## config.mk

```make
export PLATFORM = sky130hd
export DESIGN_NAME = mul_div_unit_flat
export DESIGN_NICKNAME = d
export VERILOG_FILES = /design/src/rtl/mul_div_unit_pkg.sv /design/src/rtl/mul_div_unit_if.sv /design/src/rtl/mul_div_unit_datapath.sv /design/src/rtl/mul_div_unit.sv /design/src/flat_wrapper.sv
export SDC_FILE = /design/constraint.sdc
export NUM_CORES = 1
export LEC_CHECK = 0
export BUFFER_PORTS_ARGS = -buffer_cell sky130_fd_sc_hd__buf_2
export CAP_MARGIN = 5
export CORE_MARGIN = 2
export CORE_UTILIZATION = 55
export CTS_BUF_LIST = sky130_fd_sc_hd__clkbuf_8
export CTS_CLUSTER_SIZE = 30
export DETAILED_ROUTE_END_ITERATION = 7
export HOLD_SLACK_MARGIN = 0.03
export PLACE_DENSITY = 0.75
export SLEW_MARGIN = 40
export SYNTH_ARGS = -nofsm -noshare
export SYNTH_HDL_FRONTEND = slang
export SYNTH_HIERARCHICAL = 1
export SYNTH_SLANG_ARGS = --single-unit
```

## constraint.sdc

```tcl
create_clock -name clk -period 10.4 [get_ports clk]
set_clock_uncertainty 0.1 [all_clocks]
set_input_delay 1.04 -clock clk [delete_from_list [all_inputs] [get_ports clk]]
set_output_delay 1.04 -clock clk [all_outputs]
set_load 0.05 [all_outputs]
```

## src/rtl/mul_div_unit_pkg.sv

```systemverilog
// Shared encodings for the multiply/divide unit: op codes, FSM states, op-class helper.
package mdu_pkg;

    typedef enum logic [2:0] {
        OP_MULT  = 3'd0,
        OP_MULTU = 3'd1,
        OP_DIV   = 3'd2,
        OP_DIVU  = 3'd3,
        OP_MTHI  = 3'd4,
        OP_MTLO  = 3'd5
    } op_e;

    typedef enum logic [1:0] {
        S_IDLE = 2'd0,
        S_RUN  = 2'd1,
        S_FIN  = 2'd2
    } state_e;

    // MULT, MULTU, DIV and DIVU occupy codes 0..3 and are the only iterative ops.
    function automatic logic is_iter_op(input logic [2:0] op);
        return (op[2] == 1'b0);
    endfunction

    function automatic logic is_signed_op(input logic [2:0] op);
        return (op == OP_MULT) || (op == OP_DIV);
    endfunction

    function automatic logic is_div_op(input logic [2:0] op);
        return (op == OP_DIV) || (op == OP_DIVU);
    endfunction

endpackage

```

## src/rtl/mul_div_unit_if.sv

```systemverilog
// Bus between the execute-stage control and the multiply/divide unit.
interface mul_div_unit_if #(parameter int WIDTH = 32);
    logic             start;
    logic [2:0]       op;
    logic [WIDTH-1:0] A;
    logic [WIDTH-1:0] B;
    logic             busy;
    logic             done;
    logic [WIDTH-1:0] HI;
    logic [WIDTH-1:0] LO;

    modport master (output start, op, A, B, input busy, done, HI, LO);
    modport slave  (input start, op, A, B, output busy, done, HI, LO);
endinterface

```

## src/rtl/mul_div_unit_datapath.sv

```systemverilog
// Magnitude shift-add multiplier / restoring divider sharing one 2*WIDTH accumulator,
// plus the sign fix-up applied to the final result.
module mdu_datapath #(
    parameter int WIDTH = 32
) (
    input  logic             clk,
    input  logic             rstn,
    input  logic             load,
    input  logic             step,
    input  logic             is_div,
    input  logic             is_signed,
    input  logic [WIDTH-1:0] a,
    input  logic [WIDTH-1:0] b,
    output logic [WIDTH-1:0] res_hi,
    output logic [WIDTH-1:0] res_lo
);

    logic [2*WIDTH-1:0] acc_q, acc_d;
    logic [WIDTH-1:0]   opnd_q, opnd_d;
    logic               div_q, div_d;
    logic               neg_prod_q, neg_prod_d;
    logic               neg_quot_q, neg_quot_d;
    logic               neg_rem_q, neg_rem_d;

    logic               sa, sb;
    logic [WIDTH-1:0]   mag_a, mag_b;
    logic [WIDTH:0]     add_sum;
    logic [WIDTH:0]     rem_sh;
    logic [WIDTH:0]     sub_res;
    logic [2*WIDTH-1:0] prod;
    logic [WIDTH-1:0]   quot, rem;

    // Load magnitudes on start, then advance one multiply or divide step per cycle.
    always_comb begin
        sa         = is_signed & a[WIDTH-1];
        sb         = is_signed & b[WIDTH-1];
        mag_a      = sa ? (~a + 1'b1) : a;
        mag_b      = sb ? (~b + 1'b1) : b;
        add_sum    = {1'b0, acc_q[2*WIDTH-1:WIDTH]} +
                     (acc_q[0] ? {1'b0, opnd_q} : {(WIDTH+1){1'b0}});
        rem_sh     = acc_q[2*WIDTH-1:WIDTH-1];
        sub_res    = rem_sh - {1'b0, opnd_q};
        acc_d      = acc_q;
        opnd_d     = opnd_q;
        div_d      = div_q;
        neg_prod_d = neg_prod_q;
        neg_quot_d = neg_quot_q;
        neg_rem_d  = neg_rem_q;
        if (load) begin
            acc_d      = {{WIDTH{1'b0}}, mag_a};
            opnd_d     = mag_b;
            div_d      = is_div;
            neg_prod_d = sa ^ sb;
            // A zero divisor yields an all-ones quotient regardless of signs.
            neg_quot_d = (sa ^ sb) & (b != '0);
            neg_rem_d  = sa;
        end else if (step) begin
            if (div_q) begin
                // Compare rather than test the borrow: with a zero divisor the
                // shifted remainder may carry into bit WIDTH and must still subtract.
                if (rem_sh >= {1'b0, opnd_q}) begin
                    acc_d = {sub_res[WIDTH-1:0], acc_q[WIDTH-2:0], 1'b1};
                end else begin
                    acc_d = {rem_sh[WIDTH-1:0], acc_q[WIDTH-2:0], 1'b0};
                end
            end else begin
                acc_d = {add_sum, acc_q[WIDTH-1:1]};
            end
        end
    end

    // Accumulator, operand and sign-flag registers.
    always_ff @(posedge clk or negedge rstn) begin
        if (!rstn) begin
            acc_q      <= '0;
            opnd_q     <= '0;
            div_q      <= 1'b0;
            neg_prod_q <= 1'b0;
            neg_quot_q <= 1'b0;
            neg_rem_q  <= 1'b0;
        end else begin
            acc_q      <= acc_d;
            opnd_q     <= opnd_d;
            div_q      <= div_d;
            neg_prod_q <= neg_prod_d;
            neg_quot_q <= neg_quot_d;
            neg_rem_q  <= neg_rem_d;
        end
    end

    // Sign fix-up of the finished magnitude result.
    always_comb begin
        prod   = neg_prod_q ? (~acc_q + 1'b1) : acc_q;
        quot   = acc_q[WIDTH-1:0];
        rem    = acc_q[2*WIDTH-1:WIDTH];
        res_hi = prod[2*WIDTH-1:WIDTH];
        res_lo = prod[WIDTH-1:0];
        if (div_q) begin
            res_hi = neg_rem_q  ? (~rem + 1'b1)  : rem;
            res_lo = neg_quot_q ? (~quot + 1'b1) : quot;
        end
    end

endmodule

```

## src/rtl/mul_div_unit.sv

```systemverilog
// MIPS multiply/divide unit: control FSM, iteration counter and the HI/LO registers.
module mul_div_unit
    import mdu_pkg::*;
#(
    parameter int WIDTH = 32
) (
    input  logic           clk,
    input  logic           rstn,
    mul_div_unit_if.slave  bus
);

    localparam int CNT_W = $clog2(WIDTH);

    state_e           state_q, state_d;
    logic [CNT_W-1:0] cnt_q, cnt_d;
    logic [WIDTH-1:0] hi_q, hi_d;
    logic [WIDTH-1:0] lo_q, lo_d;
    logic             done_q, done_d;
    logic             dp_load, dp_step;
    logic [WIDTH-1:0] dp_hi, dp_lo;

    mdu_datapath #(.WIDTH(WIDTH)) u_datapath (
        .clk       (clk),
        .rstn      (rstn),
        .load      (dp_load),
        .step      (dp_step),
        .is_div    (is_div_op(bus.op)),
        .is_signed (is_signed_op(bus.op)),
        .a         (bus.A),
        .b         (bus.B),
        .res_hi    (dp_hi),
        .res_lo    (dp_lo)
    );

    // State, counter, HI/LO and done registers; reset aborts any running op.
    always_ff @(posedge clk or negedge rstn) begin
        if (!rstn) begin
            state_q <= S_IDLE;
            cnt_q   <= '0;
            hi_q    <= '0;
            lo_q    <= '0;
            done_q  <= 1'b0;
        end else begin
            state_q <= state_d;
            cnt_q   <= cnt_d;
            hi_q    <= hi_d;
            lo_q    <= lo_d;
            done_q  <= done_d;
        end
    end

    // Next state: IDLE -> RUN for WIDTH steps -> FIN for one cycle -> IDLE.
    always_comb begin
        state_d = state_q;
        cnt_d   = cnt_q;
        case (state_q)
            S_IDLE: begin
                if (bus.start && is_iter_op(bus.op)) begin
                    state_d = S_RUN;
                    cnt_d   = '0;
                end
            end
            S_RUN: begin
                cnt_d = cnt_q + 1'b1;
                if (cnt_q == CNT_W'(WIDTH - 1)) begin
                    state_d = S_FIN;
                end
            end
            S_FIN:   state_d = S_IDLE;
            default: state_d = S_IDLE;
        endcase
    end

    // Outputs: datapath controls, HI/LO writes (MTHI/MTLO only when idle) and done.
    always_comb begin
        dp_load = 1'b0;
        dp_step = 1'b0;
        hi_d    = hi_q;
        lo_d    = lo_q;
        done_d  = 1'b0;
        case (state_q)
            S_IDLE: begin
                if (bus.start) begin
                    dp_load = is_iter_op(bus.op);
                    if (bus.op == OP_MTHI) hi_d = bus.A;
                    if (bus.op == OP_MTLO) lo_d = bus.A;
                end
            end
            S_RUN: dp_step = 1'b1;
            S_FIN: begin
                hi_d   = dp_hi;
                lo_d   = dp_lo;
                done_d = 1'b1;
            end
            default: ;
        endcase
    end

    assign bus.busy = (state_q != S_IDLE);
    assign bus.done = done_q;
    assign bus.HI   = hi_q;
    assign bus.LO   = lo_q;

endmodule

```

## src/flat_wrapper.sv

```systemverilog
// flat-port wrapper written by rule: the top's interface ports become plain ports
module mul_div_unit_flat import mdu_pkg::*;
#(
    parameter int WIDTH = 32
)
  (clk, rstn, bus_start, bus_op, bus_A, bus_B, bus_busy, bus_done, bus_HI, bus_LO);
  mul_div_unit_if #(.WIDTH(WIDTH)) bus_i ();
  input  logic clk;
  input  logic rstn;
  input wire logic [$bits(bus_i.start)-1:0] bus_start;
  input wire logic [$bits(bus_i.op)-1:0] bus_op;
  input wire logic [$bits(bus_i.A)-1:0] bus_A;
  input wire logic [$bits(bus_i.B)-1:0] bus_B;
  output wire logic [$bits(bus_i.busy)-1:0] bus_busy;
  output wire logic [$bits(bus_i.done)-1:0] bus_done;
  output wire logic [$bits(bus_i.HI)-1:0] bus_HI;
  output wire logic [$bits(bus_i.LO)-1:0] bus_LO;
  assign bus_i.start = bus_start;
  assign bus_i.op = bus_op;
  assign bus_i.A = bus_A;
  assign bus_i.B = bus_B;
  assign bus_busy = bus_i.busy;
  assign bus_done = bus_i.done;
  assign bus_HI = bus_i.HI;
  assign bus_LO = bus_i.LO;
  mul_div_unit #(.WIDTH(WIDTH)) u_core (.clk(clk), .rstn(rstn), .bus(bus_i));
endmodule
```

==> impl_metrics.csv <==
group,metric,value,unit
setup_path,cp.arrival,4.24,ns
sta,post-route-min-period,4.00,ns
route,first_pass_iters,6,
synthesis,synth_top_area_share,28.2,%
synthesis,synth_edf_count,0,
place,place_congestion,0.978,
cells_and_area,layout-drive-gt1-share,11.9,%
clocking,cts_max_path_buffers,2,
cells_and_area,diodes,0,
clocking,clock_latency,0.49,ns
setup_path,start_kind,"register",
floorplan,num_io_pins,136,
global_route,grt_pass1_vias,13900,
hold_path,hp-class,"in2async",
synthesis,async_reset_ff_share,100,%
cells_and_area,utilization,60.7,%
global_route,overflow,0,
sta,clock.fmax,250,MHz
clocking,postCtsSetupBuffers,0,
floorplan,initial_core_util,56.3,%
synthesis,synth_area_leaders,"dfrtp_1, a21oi_1, nor2_1, ha_1, xnor2_1",
setup_path,worstPathRequired,10.64,ns
floorplan,dieArea,29100,um2
setup_path,critPathKind,"reg2reg",
outcome,status,"finished, final reports clean",
clocking,cts_htree_levels,4,
synthesis,synth_seq_cells,172,
setup_path,cp-end-kind,"register",
synthesis,synth_warnings,6,
clocking,clock_sinks,172,
route,drcViolationCount,0,
route,antenna_left,0,
cells_and_area,fin_nets,2108,
synthesis,synth_ff_type,"dfrtp_1",
setup_path,cp_max_fo,31,
global_route,antenna_found_initial,0,
sta,slew_violations,0,
global_route,grt_pass1_wl,72800,um
sta,rsz0062_at_grt,"false",
synthesis,synth_cells,1910,
sta,tightestPinTransition,0.838,ns
cells_and_area,layout_common_cells,"nor2_1, a21oi_1, dfrtp_1, buf_2, nand2_1",
sta,tns,0,ns
synthesis,syn_nets,2052,
floorplan,die_w,171,um
cells_and_area,final_common_cell,"nor2_1",
floorplan,core,27100,um2
clocking,cts_root_buffer,"clkbuf_8",
sta,relSlewSlack,44.2,%
cells_and_area,multiInputGateArea,10100,um2
synthesis,synth_area,15300,um2
place,dp_hpwl,33700,um
place,port_buffers,135,
floorplan,die_h,171,um
cells_and_area,syn2layout_area_growth,7.94,%
route,drt_iter0_markers,1332,
global_route,grt_util_all_layers,31.2,%
global_route,grt_max_degree,98,
synthesis,avgSynthCellArea,7.99,um2
clocking,clk_pin_slew_worst_paths,0.12,ns
route,num_vias,14900,
cells_and_area,regArea,4310,um2
synthesis,yosysUniqueCellTypes,90,
synthesis,ys_seq_area_share,28.2,%
sta,setup_viol,0,
clocking,post_cts_resized,0,
route,wire_per_inst,19.3,um
clocking,cts_tree,"yes",
route,finalWirelength,45400,um
floorplan,rows,60,
job,max_cap_violations,0,
sta,fin_crit_sh,38.5,%
cells_and_area,nFillCells,2515,
sta,hold_violations,0,
clocking,ctsHoldBuffers,0,
synthesis,yosysTopAreaCell,"dfrtp_1",
clocking,cts_made_buffers,17,
route,viasPerCell,6.33,
==> through the flow <==
step                      instances  cell area (um2)  hold WS (ns)  worst slack [ns]
after detailed placement       2317            16000         0.377              6.47
after CTS                      2349            16400         0.399              6.44
after floorplan                1910            15300         0.373              6.97
after global placement         2317            16000         0.372              6.61
final                          2351            16500         0.274              6.40
after global routing           2351            16500         0.256              6.16
==> cells in the mapped netlist (all sizes together), types with 16 or more instances <==
cell / n
xor2: 79
nor4: 24
mux2i: 40
inv: 78
a21oi: 204
clkbuf: 77
or3: 16
nor2: 236
o211ai: 24
nand3: 36
o21ai: 112
buf: 40
o31a: 59
o31ai: 18
o22a: 55
nand2: 134
xnor2: 87
nand2b: 63
ha: 70
dfrtp: 172
a31oi: 16
nor3: 46
a21o: 31
==> worst max-delay path, cell delays in order (launching register included) <==
cell	delay (ns)
dfrtp_1	0.48
inv_1	0.12
buf_4	0.32
nor2_1	0.10
ha_1	0.25
a211oi_1	0.41
o21ai_0	0.22
o211ai_1	0.20
a31o_2	0.25
a21boi_0	0.14
o31ai_1	0.68
o21ai_0	0.25
xnor2_1	0.20
o221ai_1	0.13
==> cell type report <==
type	count	area share, %
multi-input combinational	1543	61.6
sequential	172	26.2
timing repair buffer	154	5.25
tap	372	2.83
inverter	78	1.78
clock buffer	17	1.42
clock inverter	15	0.927
==> worst paths after layout <==
check | from | end | slack (ns) | cells past startpoint
max | u_core/u_datapath/acc_q[0] | u_core/u_datapath/acc_q[58] | 6.40 | 13
min | rstn | u_core/bus.HI[5] | 0.27 | 1
max reg2reg | u_core/u_datapath/acc_q[0] | u_core/u_datapath/acc_q[58] | 6.40 | 13
min reg2reg | u_core/bus.LO[23] | u_core/bus.LO[23] | 0.39 | 1
max in group asynchronous | rstn | u_core/u_datapath/div_q | 8.91 | 2
min in group clk | u_core/bus.LO[23] | u_core/bus.LO[23] | 0.39 | 1
==> sequential cells by signal, summed over array words and instances (netlist names) <==
| register | count |
|---|---|
| u_core/bus.HI | 32 |
| u_core/bus.LO | 32 |
| u_core/bus.done | 1 |
| u_core/cnt_q | 5 |
| u_core/state_q | 2 |
| u_core/u_datapath/acc_q | 64 |
| u_core/u_datapath/div_q | 1 |
| u_core/u_datapath/neg_prod_q | 1 |
| u_core/u_datapath/neg_quot_q | 1 |
| u_core/u_datapath/neg_rem_q | 1 |
| u_core/u_datapath/opnd_q | 32 |
==> cells by family (layout without fill, tap and decap cells) <==
| family | count (synthesis) | count (layout) | synth area share, % |
|---|---|---|---|
| flops | 172 | 172 | 28.2 |
| xor+xnor | 166 | 166 | 9.53 |
| simple gates | 629 | 629 | 19.8 |
| compound gates | 622 | 622 | 27.3 |
| buf+inv | 195 | 264 | 5.46 |
| mux | 54 | 54 | 3.66 |
| fa+ha+maj | 72 | 72 | 6.00 |
==> per-layer routing <==
layer	share of wire [%]	global-route usage, %	vias to the layer above
met5	0	0	-
met3	7.4	4.33	104
met2	47	52.1	669
met4	2.9	10.1	0
li1	-	-	7026
met1	43	41.9	7086
Power is not shown: default switching activity piles up to over one toggle a cycle in this logic, so the estimate is an artifact.
